--- config.mk ---
export PLATFORM = sky130hd
export DESIGN_NAME = rr_arbiter
export DESIGN_NICKNAME = d
export VERILOG_FILES = /design/src/rtl/rr_arbiter_pkg.sv /design/src/rtl/priority_encoder.sv /design/src/rtl/rr_arbiter.sv
export SDC_FILE = /design/constraint.sdc
export NUM_CORES = 1
export LEC_CHECK = 0
export ABC_CLOCK_PERIOD_IN_PS = 2300
export CAP_MARGIN = 20
export CORE_UTILIZATION = 46
export DETAILED_ROUTE_END_ITERATION = 12
export PLACE_DENSITY = 0.86
export SLEW_MARGIN = 15
export SYNTH_ARGS = -nofsm -noshare
export SYNTH_HDL_FRONTEND = slang
export SYNTH_HIERARCHICAL = 1
export SYNTH_SLANG_ARGS = --single-unit
--- constraint.sdc ---
create_clock -name clk -period 2.3 [get_ports clk]
set_clock_uncertainty 0.05 [all_clocks]
set_input_delay 0.46 -clock clk [delete_from_list [all_inputs] [get_ports clk]]
set_output_delay 0.46 -clock clk [all_outputs]
set_load 0.1 [all_outputs]
--- src/rtl/rr_arbiter_pkg.sv ---
// -----------------------------------------------------------------------------
// rr_arbiter_pkg
//   Shared definitions for the round-robin / fixed-priority arbiter.
//   - RR_MAX_PORTS : widest requester vector the mask helper can describe.
//   - arb_action_e : per-cycle decision taken by the arbiter.
//   - enc_width()  : width of an encoded port index, never less than 1.
//   - rr_mask()    : round-robin mask to load after granting a given index.
// -----------------------------------------------------------------------------
package rr_arbiter_pkg;

    localparam int RR_MAX_PORTS = 64;

    typedef enum logic [1:0] {
        ARB_HOLD = 2'd0,
        ARB_NEW  = 2'd1,
        ARB_IDLE = 2'd2
    } arb_action_e;

    function automatic int enc_width(input int ports);
        return (ports > 1) ? $clog2(ports) : 1;
    endfunction

    // After granting idx, the next search starts just past idx in the
    // rotation direction: bits strictly above idx when index 0 is the
    // strongest, bits strictly below idx otherwise. A winner at the end of
    // the rotation yields an empty mask, which wraps to the unmasked search.
    function automatic logic [RR_MAX_PORTS-1:0] rr_mask(input int idx,
                                                        input int ports,
                                                        input bit lsb_high);
        logic [RR_MAX_PORTS-1:0] m;
        m = '0;
        for (int i = 0; i < RR_MAX_PORTS; i++) begin
            if (i < ports) begin
                m[i] = lsb_high ? (i > idx) : (i < idx);
            end
        end
        return m;
    endfunction

endpackage

--- src/rtl/priority_encoder.sv ---
// -----------------------------------------------------------------------------
// priority_encoder
//   Combinational priority encoder.
//   Ports:
//     input_unencoded  in  WIDTH      request bits
//     output_valid     out 1          any bit set
//     output_encoded   out enc_width  index of the winning bit (0 when none)
//     output_unencoded out WIDTH      one-hot winning bit (0 when none)
//   LSB_HIGH_PRIORITY=1 makes the lowest set bit win, otherwise the highest.
// -----------------------------------------------------------------------------
module priority_encoder
    import rr_arbiter_pkg::*;
#(
    parameter int WIDTH             = 4,
    parameter int LSB_HIGH_PRIORITY = 0
) (
    input  logic [WIDTH-1:0]                 input_unencoded,
    output logic                             output_valid,
    output logic [enc_width(WIDTH)-1:0]      output_encoded,
    output logic [WIDTH-1:0]                 output_unencoded
);

    localparam int W = enc_width(WIDTH);

    // Scan from the weakest end toward the strongest so the last hit wins.
    always_comb begin
        output_valid     = |input_unencoded;
        output_encoded   = '0;
        output_unencoded = '0;
        if (LSB_HIGH_PRIORITY != 0) begin
            for (int i = WIDTH - 1; i >= 0; i--) begin
                if (input_unencoded[i]) begin
                    output_encoded   = W'(i);
                    output_unencoded = WIDTH'(1) << i;
                end
            end
        end else begin
            for (int i = 0; i < WIDTH; i++) begin
                if (input_unencoded[i]) begin
                    output_encoded   = W'(i);
                    output_unencoded = WIDTH'(1) << i;
                end
            end
        end
    end

endmodule

--- src/rtl/rr_arbiter.sv ---
// -----------------------------------------------------------------------------
// rr_arbiter
//   Registered N-port arbiter for the interconnect address/write-channel
//   muxes. Selects one requester per decision (round-robin or fixed
//   priority) and optionally holds the grant until the requester drops its
//   request or acknowledges.
//
//   Ports:
//     clk            in  1          clock
//     rst            in  1          asynchronous, active-high reset
//     request        in  PORTS      per-port request level
//     acknowledge    in  PORTS      per-port release strobe (ACK blocking only)
//     grant          out PORTS      one-hot grant, registered
//     grant_valid    out 1          a grant is active, registered
//     grant_encoded  out enc_width  index of the granted port, registered
//     timeout_pulse  out 1          one-cycle flag on a timeout-forced grant
//                                   (only with RR_ARBITER_GRANT_TIMEOUT_EN)
//
//   Optional feature macro: RR_ARBITER_GRANT_TIMEOUT_EN
//     Adds a hold counter that forces re-arbitration after GRANT_TIMEOUT
//     cycles of holding, excluding the current holder from that search.
//
//   PORTS must not exceed rr_arbiter_pkg::RR_MAX_PORTS.
// -----------------------------------------------------------------------------
module rr_arbiter
    import rr_arbiter_pkg::*;
#(
    parameter int PORTS                = 4,
    parameter int ARB_TYPE_ROUND_ROBIN = 1,
    parameter int ARB_BLOCK            = 1,
    parameter int ARB_BLOCK_ACK        = 1,
    parameter int LSB_HIGH_PRIORITY    = 0,
    parameter int GRANT_TIMEOUT        = 256
) (
    input  logic                         clk,
    input  logic                         rst,
    input  logic [PORTS-1:0]             request,
    input  logic [PORTS-1:0]             acknowledge,
    output logic [PORTS-1:0]             grant,
    output logic                         grant_valid,
    output logic [enc_width(PORTS)-1:0]  grant_encoded
`ifdef RR_ARBITER_GRANT_TIMEOUT_EN
    ,
    output logic                         timeout_pulse
`endif
);

    localparam int EW = enc_width(PORTS);

    logic [PORTS-1:0]        grant_q, grant_d;
    logic                    grant_valid_q, grant_valid_d;
    logic [EW-1:0]           grant_enc_q, grant_enc_d;
    logic [PORTS-1:0]        mask_q, mask_d;

    logic                    hold;
    logic                    hold_eff;
    logic [PORTS-1:0]        arb_req;
    logic                    unm_valid, msk_valid;
    logic [EW-1:0]           unm_enc, msk_enc;
    logic [PORTS-1:0]        unm_oh, msk_oh;
    logic [EW-1:0]           win_enc;
    logic [PORTS-1:0]        win_oh;
    logic [RR_MAX_PORTS-1:0] mask_full;
    logic                    unused_mask_bits;
    arb_action_e             action;

    // Hold condition for the current grant. In ACK mode a dropped request
    // does not release the port; only an ack on the granted port does.
    always_comb begin
        hold = 1'b0;
        if (ARB_BLOCK != 0 && grant_valid_q) begin
            if (ARB_BLOCK_ACK != 0) begin
                hold = ~|(grant_q & acknowledge);
            end else begin
                hold = |(grant_q & request);
            end
        end
    end

`ifdef RR_ARBITER_GRANT_TIMEOUT_EN
    localparam int CW = $clog2(GRANT_TIMEOUT + 1);

    logic [CW-1:0]    hold_cnt_q, hold_cnt_d;
    logic             timeout_pulse_q, timeout_pulse_d;
    logic             tmo_hit;
    logic [PORTS-1:0] others_req;

    // A timeout overrides the hold and searches among the other requesters;
    // if the holder is the only one left it may win again.
    assign tmo_hit    = hold && (hold_cnt_q == CW'(GRANT_TIMEOUT - 1));
    assign others_req = request & ~grant_q;
    assign hold_eff   = hold && !tmo_hit;
    assign arb_req    = (tmo_hit && |others_req) ? others_req : request;
`else
    assign hold_eff   = hold;
    assign arb_req    = request;
`endif

    priority_encoder #(
        .WIDTH             (PORTS),
        .LSB_HIGH_PRIORITY (LSB_HIGH_PRIORITY)
    ) u_enc_unmasked (
        .input_unencoded  (arb_req),
        .output_valid     (unm_valid),
        .output_encoded   (unm_enc),
        .output_unencoded (unm_oh)
    );

    priority_encoder #(
        .WIDTH             (PORTS),
        .LSB_HIGH_PRIORITY (LSB_HIGH_PRIORITY)
    ) u_enc_masked (
        .input_unencoded  (arb_req & mask_q),
        .output_valid     (msk_valid),
        .output_encoded   (msk_enc),
        .output_unencoded (msk_oh)
    );

    // Round robin prefers requesters past the last winner; an empty masked
    // set wraps to the plain priority search.
    always_comb begin
        if (ARB_TYPE_ROUND_ROBIN != 0 && msk_valid) begin
            win_enc = msk_enc;
            win_oh  = msk_oh;
        end else begin
            win_enc = unm_enc;
            win_oh  = unm_oh;
        end
    end

    always_comb begin
        if (hold_eff) begin
            action = ARB_HOLD;
        end else if (unm_valid) begin
            action = ARB_NEW;
        end else begin
            action = ARB_IDLE;
        end
    end

    // Release and re-arbitration share a cycle, so there is no idle bubble
    // between back-to-back grants. The mask only moves on a new grant.
    always_comb begin
        grant_d       = grant_q;
        grant_valid_d = grant_valid_q;
        grant_enc_d   = grant_enc_q;
        mask_d        = mask_q;
        mask_full     = rr_mask(int'(win_enc), PORTS, LSB_HIGH_PRIORITY != 0);
        case (action)
            ARB_HOLD: begin
            end
            ARB_NEW: begin
                grant_d       = win_oh;
                grant_valid_d = 1'b1;
                grant_enc_d   = win_enc;
                if (ARB_TYPE_ROUND_ROBIN != 0) begin
                    mask_d = mask_full[PORTS-1:0];
                end
            end
            default: begin
                grant_d       = '0;
                grant_valid_d = 1'b0;
                grant_enc_d   = '0;
            end
        endcase
    end

    // Bits of the helper result above PORTS are always zero.
    assign unused_mask_bits = ^mask_full;

`ifdef RR_ARBITER_GRANT_TIMEOUT_EN
    always_comb begin
        hold_cnt_d      = (action == ARB_HOLD) ? hold_cnt_q + CW'(1) : '0;
        timeout_pulse_d = tmo_hit && (action == ARB_NEW);
    end
`endif

    always_ff @(posedge clk or posedge rst) begin
        if (rst) begin
            grant_q         <= '0;
            grant_valid_q   <= 1'b0;
            grant_enc_q     <= '0;
            mask_q          <= '0;
`ifdef RR_ARBITER_GRANT_TIMEOUT_EN
            hold_cnt_q      <= '0;
            timeout_pulse_q <= 1'b0;
`endif
        end else begin
            grant_q         <= grant_d;
            grant_valid_q   <= grant_valid_d;
            grant_enc_q     <= grant_enc_d;
            mask_q          <= mask_d;
`ifdef RR_ARBITER_GRANT_TIMEOUT_EN
            hold_cnt_q      <= hold_cnt_d;
            timeout_pulse_q <= timeout_pulse_d;
`endif
        end
    end

    assign grant         = grant_q;
    assign grant_valid   = grant_valid_q;
    assign grant_encoded = grant_enc_q;
`ifdef RR_ARBITER_GRANT_TIMEOUT_EN
    assign timeout_pulse = timeout_pulse_q;
`endif

endmodule

=== After elaboration in Yosys (flattened, before gate mapping) ===
Index checks and enable logic that the tools add are counted.

* Input port bits: 10
* Output and inout port bits: 7
* Bits in registers: 10

* Reductions and logical operators: 5
* $lt $le $gt $ge: 3
* Muxes and demuxes: 22
* Equality and inequality tests: 1
* Bitwise gates (word level): 2

{| class="wikitable"
|+ Operator list
! operator !! count
|-
| 2-to-1 mux 2 bit || 9
|-
| 2-to-1 mux 4 bit || 3
|-
| OR reduction 4 bit || 3
|-
| one-hot mux 4 bit (2 select lines) || 1
|-
| 2-to-1 mux 3 bit || 2
|-
| 2-to-1 mux 1 bit || 5
|-
| bitwise AND 4 x 3 -> 4 bit || 1
|-
| bitwise AND 4 bit || 1
|-
| < comparator 1 x 2 -> 1 bit (first input constant) || 2
|-
| one-hot mux 2 bit (2 select lines) || 1
|-
| equality test 2 x 1 -> 1 bit (second input constant) || 1
|-
| zero test 2 bit || 1
|-
| < comparator 2 bit (first input constant) || 1
|-
| one-hot mux 1 bit (2 select lines) || 1
|-
| zero test 1 bit || 1
|}

=== Longest topological paths before layout ===
Gate-level depths: netlist of run 1.

* Depth in word-level cells: 7
* Gate-level depth with buffers: 7
* Mapped depth without buffers: 6

=== By module ===
Netlist of run 1, hierarchy kept.

{| class="wikitable"
|+ By module, submodules not included
! module !! cells each !! instances !! sequential area each (um^2) !! area an instance (um^2)
|-
| rr_arbiter || 44 || 1 || 250.2 || 536.8
|-
| priority_encoder || 9 || 2 || 0.0 || 52.6
|}

=== Worst setup path after synthesis of run 1 ===
No wires, ideal clock.

* Path kind: reg-to-reg
* From: register grant_q[0], in the netlist grant[0]
* To: register grant_enc_q[0], in the netlist grant_encoded[0]
* Slack: 0.118 ns
* Arrival time: 2.006 ns
* Clock period less this slack: 2.182 ns
* Required time: 2.124 ns
* Cell stages (with the launch flop): 4
* Buffers on the path: 0
* Cell sequence: dfrtp_1 a222oi_1 nand2_2 mux2_4

* Longest elaborated chain between the ends: 7
* Elaborated cells on any way between the ends: 8
* Those cells by class: eq/ne: 1; mux: 3; bitwise: 1; reduce/logical: 3

{| class="wikitable"
|+ RTL lines
! what !! line !! text
|-
| start: declaration || rr_arbiter.sv:50 || <nowiki>logic [PORTS-1:0] grant_q, grant_d;</nowiki>
|-
| start signal: assignment || rr_arbiter.sv:189 || <nowiki>grant_q <= grant_d;</nowiki>
|-
| bitwise AND 4 bit (*) || rr_arbiter.sv:73 || <nowiki>hold = ~|(grant_q & acknowledge);</nowiki>
|-
| OR reduction 4 bit (*) || rr_arbiter.sv:73 ||
|-
| zero test 1 bit (*) || rr_arbiter.sv:73 ||
|-
| 2-to-1 mux 1 bit (*) || rr_arbiter.sv:71 || <nowiki>if (ARB_BLOCK != 0 && grant_valid_q) begin</nowiki>
|-
| 2-to-1 mux 2 bit (*) || rr_arbiter.sv:132 || <nowiki>if (hold_eff) begin</nowiki>
|-
| equality test 2 x 1 -> 1 bit / zero test 2 bit (equally long branches) || rr_arbiter.sv:149 || <nowiki>case (action)</nowiki>
|-
| one-hot mux 2 bit (2 select lines) || rr_arbiter.sv:149 ||
|-
| end signal: assignment || rr_arbiter.sv:191 || <nowiki>grant_enc_q <= grant_enc_d;</nowiki>
|-
| end: declaration || rr_arbiter.sv:52 || <nowiki>logic [EW-1:0] grant_enc_q, grant_enc_d;</nowiki>
|}

Every way passes the cells marked *; elsewhere a longest branch is shown, timed or not.
A chain may end at the register's enable or synchronous reset.

=== Worst setup path in the final report of run 1 ===
* From: input port request[2]
* To: register grant_enc_q[0], in the netlist grant_encoded[0]

* Elaborated cells on any way between the ends: 13
* Those cells by class: eq/ne: 1; mux: 8; bitwise: 1; reduce/logical: 3

{| class="wikitable"
|+ RTL lines
! what !! line !! text
|-
| start: declaration || rr_arbiter.sv:37 || <nowiki>input logic [PORTS-1:0] request,</nowiki>
|-
| bitwise AND 4 x 3 -> 4 bit || rr_arbiter.sv:113 || <nowiki>.input_unencoded (arb_req & mask_q),</nowiki>
|-
| OR reduction 4 bit || priority_encoder.sv:27 || <nowiki>output_valid = |input_unencoded;</nowiki>
|-
| named net msk_valid || rr_arbiter.sv:58 || <nowiki>logic unm_valid, msk_valid;</nowiki>
|-
| 2-to-1 mux 2 bit || rr_arbiter.sv:122 || <nowiki>if (ARB_TYPE_ROUND_ROBIN != 0 && msk_valid) begin</nowiki>
|-
| one-hot mux 2 bit (2 select lines) || rr_arbiter.sv:149 ||
|}

The timed path passes the listed nets, and every way through them passes these cells.

==> results of run 1 <==
[routing by layer]
metal  GRT usage (%)  vias up  routed length (um)
met2            37.9       14                 686
li1                -      269                   -
met4            10.3        0                  12
met5               0        -                   0
met1            28.7      260                 581
met3            3.41        2                  54
[layout by cell type (no fill, tap or decap), types with 3 or more instances in the layout]
cell type        instances
buf_4                   15
dfrtp_1                 10
clkdlybuf4s50_1          9
mux2_2                   8
inv_1                    5
nor2_1                   5
and3_2                   4
a31o_2                   4
conb_1                   4
and2_1                   3
clkbuf_4                 3
[stage by stage]
step	cell area (um^2)	power, uW	TNS (ns)	hold slack, ns
final	901	1080	0	0.423
after global routing	901	1140	0	0.470
after CTS	896	1080	0	0.427
after detailed placement	856	920	-1.81	0.444
after global placement	856	913	-1.41	0.438
after floorplan	653	768	0	0.250
[layout make-up]
type,instances,area share (%)
Multi-Input combinational cell,47,41.5
Sequential cell,10,27.8
Timing Repair Buffer,24,22.5
Clock buffer,4,4.03
Inverter,5,2.08
Tap cell,15,2.08
[kinds of logic (layout without fill, tap and decap cells)]
kind of cell | count (synthesis) | after routing
and+or+nand+nor | 22 | 22
muxes | 11 | 11
AOI/OAI and AO/OA | 10 | 10
DFF | 10 | 10
buffers and inverters | 8 | 33
other | 1 | 4
[worst reg2reg max path, stage by stage (launching register included)]
cell	delay, ns
dfrtp_1	0.38
and2_1	0.15
or2_4	0.25
or3_4	0.39
mux2i_2	0.24
nor2b_1	0.08
mux2_4	0.26
[what timing repair did]
| action | in CTS | in global routing |
|---|---|---|
| buffers inserted | 0 | 0 |
| hold buffers | 0 | 0 |
| endpoints found under the setup margin | 2 | 6 |
| hold endpoints to repair | 0 | 0 |
| gates resized for setup | 1 | 1 |
[where the power goes]
group	total [uW]	switching, uW	internal [uW]
combinational	659	423	235
clock	154	57.6	95.9
sequential	269	32.3	236
total	1080	513	568
[worst min-delay path by stage]
stage	end	slack, ns
after floorplan	grant[0]	0.25
after global placement	mask_q[1]	0.44
after detailed placement	mask_q[1]	0.44
after CTS	grant[3]	0.43
after global routing	grant_encoded[0]	0.47
final	grant[2]	0.42
[state kept, by name (all words and copies together), names as in the netlist]
| name | flops |
|---|---|
| grant | 4 |
| grant_encoded | 2 |
| grant_valid | 1 |
| mask_q | 3 |
==> metrics.txt, run 1 <==
vias in the first global route=531; worst path arrival time=2.28 ns; routed length per instance=12.7 um; Slowest-stage cell, CP=clkdlybuf4s50_1; Tmin final=2.19 ns; pwr/cell area=1200 mW/mm^2; RSZ-0062 raised after global routing=no; synthesized instance count=62; Compound-Gate Fraction of Synth Area=13.8%; Worst Path Buf+Inv=1; die area=0.00155 mm^2; crit path to=grant_encoded[0]; Post-Route Utilization=69.2%; worst slack, placed=-0.274 ns; number of buffers added on ports=16; share of cells above drive strength 1=46.7%; Mapped Area=642 um^2; Pre-Repair DR Iteration Count=4; Stages on worst setup path=7; max-cap viol count=0; Synth area leaders=dfrtp_1 39%, mux2_2 14%, a31o_2 5.5%; predominant post-synthesis flop cell=dfrtp_1; Worst-path clk slew=0.07 ns; H-tree depth=1; post-synthesis xor/xnor area fraction=0%; Avg Inst Size Synth=10.4 um^2; Fill cells=113; WP data required=2.39 ns; Post-synth EDFFs=0; Overflow after GRT=0; layout net count=101; count leader, synth=dfrtp_1; clock sinks=10; first-pass GRT wire length=2290 um; Die Ht=39.4 um; routability congestion estimate=0.776; crit end category=flip-flop; Final Hold Vio Count=0; cell count after placement=101; crit path kind=input port to flip-flop; Netlist cell types=24; startpoint class of the critical path=input port; LEAKAGE=0.000435 uW; Final Instance Count excl. Fillers=105; sequential cell area=250 um^2; # setup viols final=0; critical path's largest stage delay=0.42 ns; crit-path max FO=7; leading area contributor after synthesis=dfrtp_1; area of the multi-input gates=374 um^2; Final ANT Viol Nets=0; core area=0.00130 mm^2; Initial DRC Count=13; Longest Clk Path Bufs=2; R2R depth=6; Layout area overhead=40.4%; DRC errors left=0; Final period util=95.4%; fraction of the mapped netlist area in adder cells=0%; Synth Register Bits=10; CTS Buf Count=3; total wire length=1340 um; Overall Global Routing Usage=22.7%; pin count of the biggest net entering global routing=11; area share of the largest cell type after synthesis=39.0%; share of flip-flops with an asynchronous set or reset=100%; Fmax=456 MHz; worst r2r dst=grant_encoded[0]; largest family of logic cells by synthesized area=simple AND/OR/NAND/NOR gates; worst hold path type=input port to async pin; IO Pins=17; hpwl dp=1060 um; CTS tree=done; Critical R2R Launch=mask_q[2]; Synth Warn #=6; CP Cell Sequence=clkdlybuf4s50_1 -> and2_1 -> or2_4 -> or3_4 -> mux2i_2 -> nor2b_1 -> mux2_4; fraction of the mapped netlist area in simple logic gates=21.2%; Skew-Pair Late Insertion Delay=0.26 ns; delay-heaviest family, CP=simple AND/OR/NAND/NOR gates; outcome=finished, final reports clean; worst vdd ir=0.000780 V; flop-to-flop setup slack=0.39 ns; Ant. Diodes=0; row cnt=13; Root Driver=clkbuf_4; sequential share of the synthesized area=39.0%; via count=545; Starting Density=49.3%; fin. max-slew vios=0; mux cell area share after synthesis=19.5%; die extent in x=39.4 um; top cells by count, synth=10 x dfrtp_1, 8 x mux2_2, 5 x inv_1, 5 x nor2_1; start point of the critical path=request[2]; detail-routed via count per cell=5.19; Worst Slack Setup Final=0.106 ns; antenna violations before repair=0
No activity file was read; power rests on OpenSTA's default activity.
==> run 2: changes to the inputs <==
CORE_MARGIN = 5   (was default)
CTS_CLUSTER_SIZE = 16   (was default)
==> run 2 against run 1 <==
Compared with the run above: cell count is the same; critical path type unchanged; critical endpoint unchanged; combinational power rose by 0.6%; final area down 0.69%; clock power down 27%; largest power group unchanged; routed wire length rose by 13%; flip-flop and latch count is the same; power decreased by 3.1%; register-to-register slack is essentially flat; die area grew 45%; highest routed layer unchanged; sequential share of layout area rose by 0.19 points.
==> metrics.txt, run 2 (synthesized netlist as in run 1, its figures left out) <==
max reg flops=4 (unchanged); max-cap viol count=0 (unchanged); final instance area=895 um^2 (-0.69%); core area=0.00132 mm^2 (+1.2%); die extent in x=47.4 um (+20%); Final period util=94.4% (-0.95 points); Net Sw Frac=49.1% (+1.6 points); crit path kind=input port to flip-flop; Skew-Pair Late Insertion Delay=0.26 ns (about the same); H-tree depth=1 (unchanged); Fmax=460 MHz (+1.0%); most frequent cells in the layout=16 x buf_4, 10 x dfrtp_1, 9 x clkdlybuf4s50_1; routed length per instance=14.4 um (+13%); Final Hold Vio Count=0 (unchanged); Root Driver=clkbuf_4; Starting Density=48.7% (-0.61 points); total wire length=1510 um (+13%); worst hold path type=input port to async pin; Slowest-stage cell, CP=clkdlybuf4s50_1; Combinational Power Share=63.3% (+2.4 points); DRC errors left=0 (unchanged); Net Switching=515 uW (+0.27%); critical path's largest stage delay=0.41 ns (about the same); IO Pins=17 (unchanged); die area=0.00224 mm^2 (+45%); clock sinks=10 (unchanged); hold_ws=0.425 ns (+0.00205 ns); cell count after placement=102 (+0.99%); worst path arrival time=2.27 ns (about the same); sequential power share=25.9% (+1.0 points); RSZ-0062 raised after global routing=no; Fill cells=101 (-11%); Pre-Repair DR Iteration Count=4 (unchanged); share of cells above drive strength 1=46.7% (unchanged); crit end category=flip-flop; fin. max-slew vios=0 (unchanged); post-CTS repair timing setup buffer count=0 (unchanged); sequential cell area=250 um^2 (unchanged); detail-routed via count per cell=5.25 (+1.1%); WP data required=2.39 ns (about the same); first-pass GRT wire length=2600 um (+14%); LEAKAGE=0.000433 uW (-0.55%); pwr/cell area=1170 mW/mm^2 (-2.4%); Ant. Diodes=0 (unchanged); number of buffers added on ports=16 (unchanged); CP Cell Sequence=clkdlybuf4s50_1 -> and2_1 -> or2_4 -> or3_4 -> mux2i_2 -> nor2b_1 -> mux2_4; crit-path max FO=7 (unchanged); pin count of the biggest net entering global routing=11 (unchanged); Overflow after GRT=0 (unchanged); CTS Buf Count=3 (unchanged); outcome=finished, final reports clean; Final ANT Viol Nets=0 (unchanged); Initial DRC Count=4 (-9); antenna violations before repair=0 (unchanged); routability congestion estimate=0.846 (+9.1%); area of the multi-input gates=374 um^2 (unchanged); layout net count=102 (+0.99%); vias in the first global route=639 (+20%); CTS tree=done; row cnt=13 (unchanged); # setup viols final=0 (unchanged); via count=551 (+1.1%); worst vdd ir=0.000958 V (+23%); hpwl dp=1200 um (+13%); Tmin final=2.17 ns (-0.0218 ns); Post-DP Area=863 um^2 (+0.88%); Final Instance Count excl. Fillers=105 (unchanged); Overall Global Routing Usage=16.9% (-5.8 points); Clk pwr share=10.8% (-3.4 points); Power Internal=533 uW (-6.1%); flop-to-flop setup slack=0.39 ns (about the same); Die Ht=47.4 um (+20%); Worst-path clk slew=0.06 ns (about the same); Layout area overhead=39.4%; commonest non-fill, non-tap cell in the layout=buf_4; startpoint class of the critical path=input port; Longest Clk Path Bufs=2 (unchanged)
run 2: worst paths after layout:
kind | start | to | depth (start not counted)
worst max-delay path | request[2] | grant_encoded[0] | 7
worst min-delay path | rst | grant[3] | 2
worst max register to register | mask_q[2] | grant_encoded[0] | 6
worst min register to register | mask_q[1] | mask_q[1] | 1
max in group asynchronous | rst | mask_q[2] | 2
min in group clk | mask_q[1] | mask_q[1] | 1
run 2: critical path, delay by kind of cell:
kind          cells  cell delay [ns]
simple gates      4             0.89
mux               2             0.50
buf+inv           1             0.41
run 2: metrics by stage:
step | TNS [ns] | util, % | setup slack, ns | power (uW)
after floorplan | 0 | - | 0.118 | 768
after global placement | -1.41 | 65.5 | -0.212 | 916
after detailed placement | -1.67 | 65.5 | -0.243 | 928
after CTS | 0 | 67.2 | 0.0218 | 1050
after global routing | 0 | 67.9 | 0.0650 | 1110
final | 0 | 67.9 | 0.128 | 1050
run 2: cell type report:
class | count | area share [%]
tap | 15 | 2.10
inverter | 5 | 2.10
multi-input combinational | 47 | 41.8
clock buffer | 3 | 2.52
timing repair buffer | 25 | 23.5
sequential | 10 | 28.0
run 2: power groups by stage:
stage	Sequential (uW)	Clock (uW)	Combinational, uW
after floorplan	537	0	231
after global placement	272	0	644
after detailed placement	275	0	653
after CTS	272	119	657
after global routing	283	123	703
final	272	113	663
run 2: routing by layer:
layer  GRT usage [%]  routed length (um)
met1            18.5                 615
met2            29.7                 765
met3            3.45                  82
met4            9.94                  43
met5               0                   0
run 2: timing repair:
item / CTS / global route
endpoints found under the setup margin: 0 / 4
resized for setup: 0 / 2
hold buffers: 0 / 0
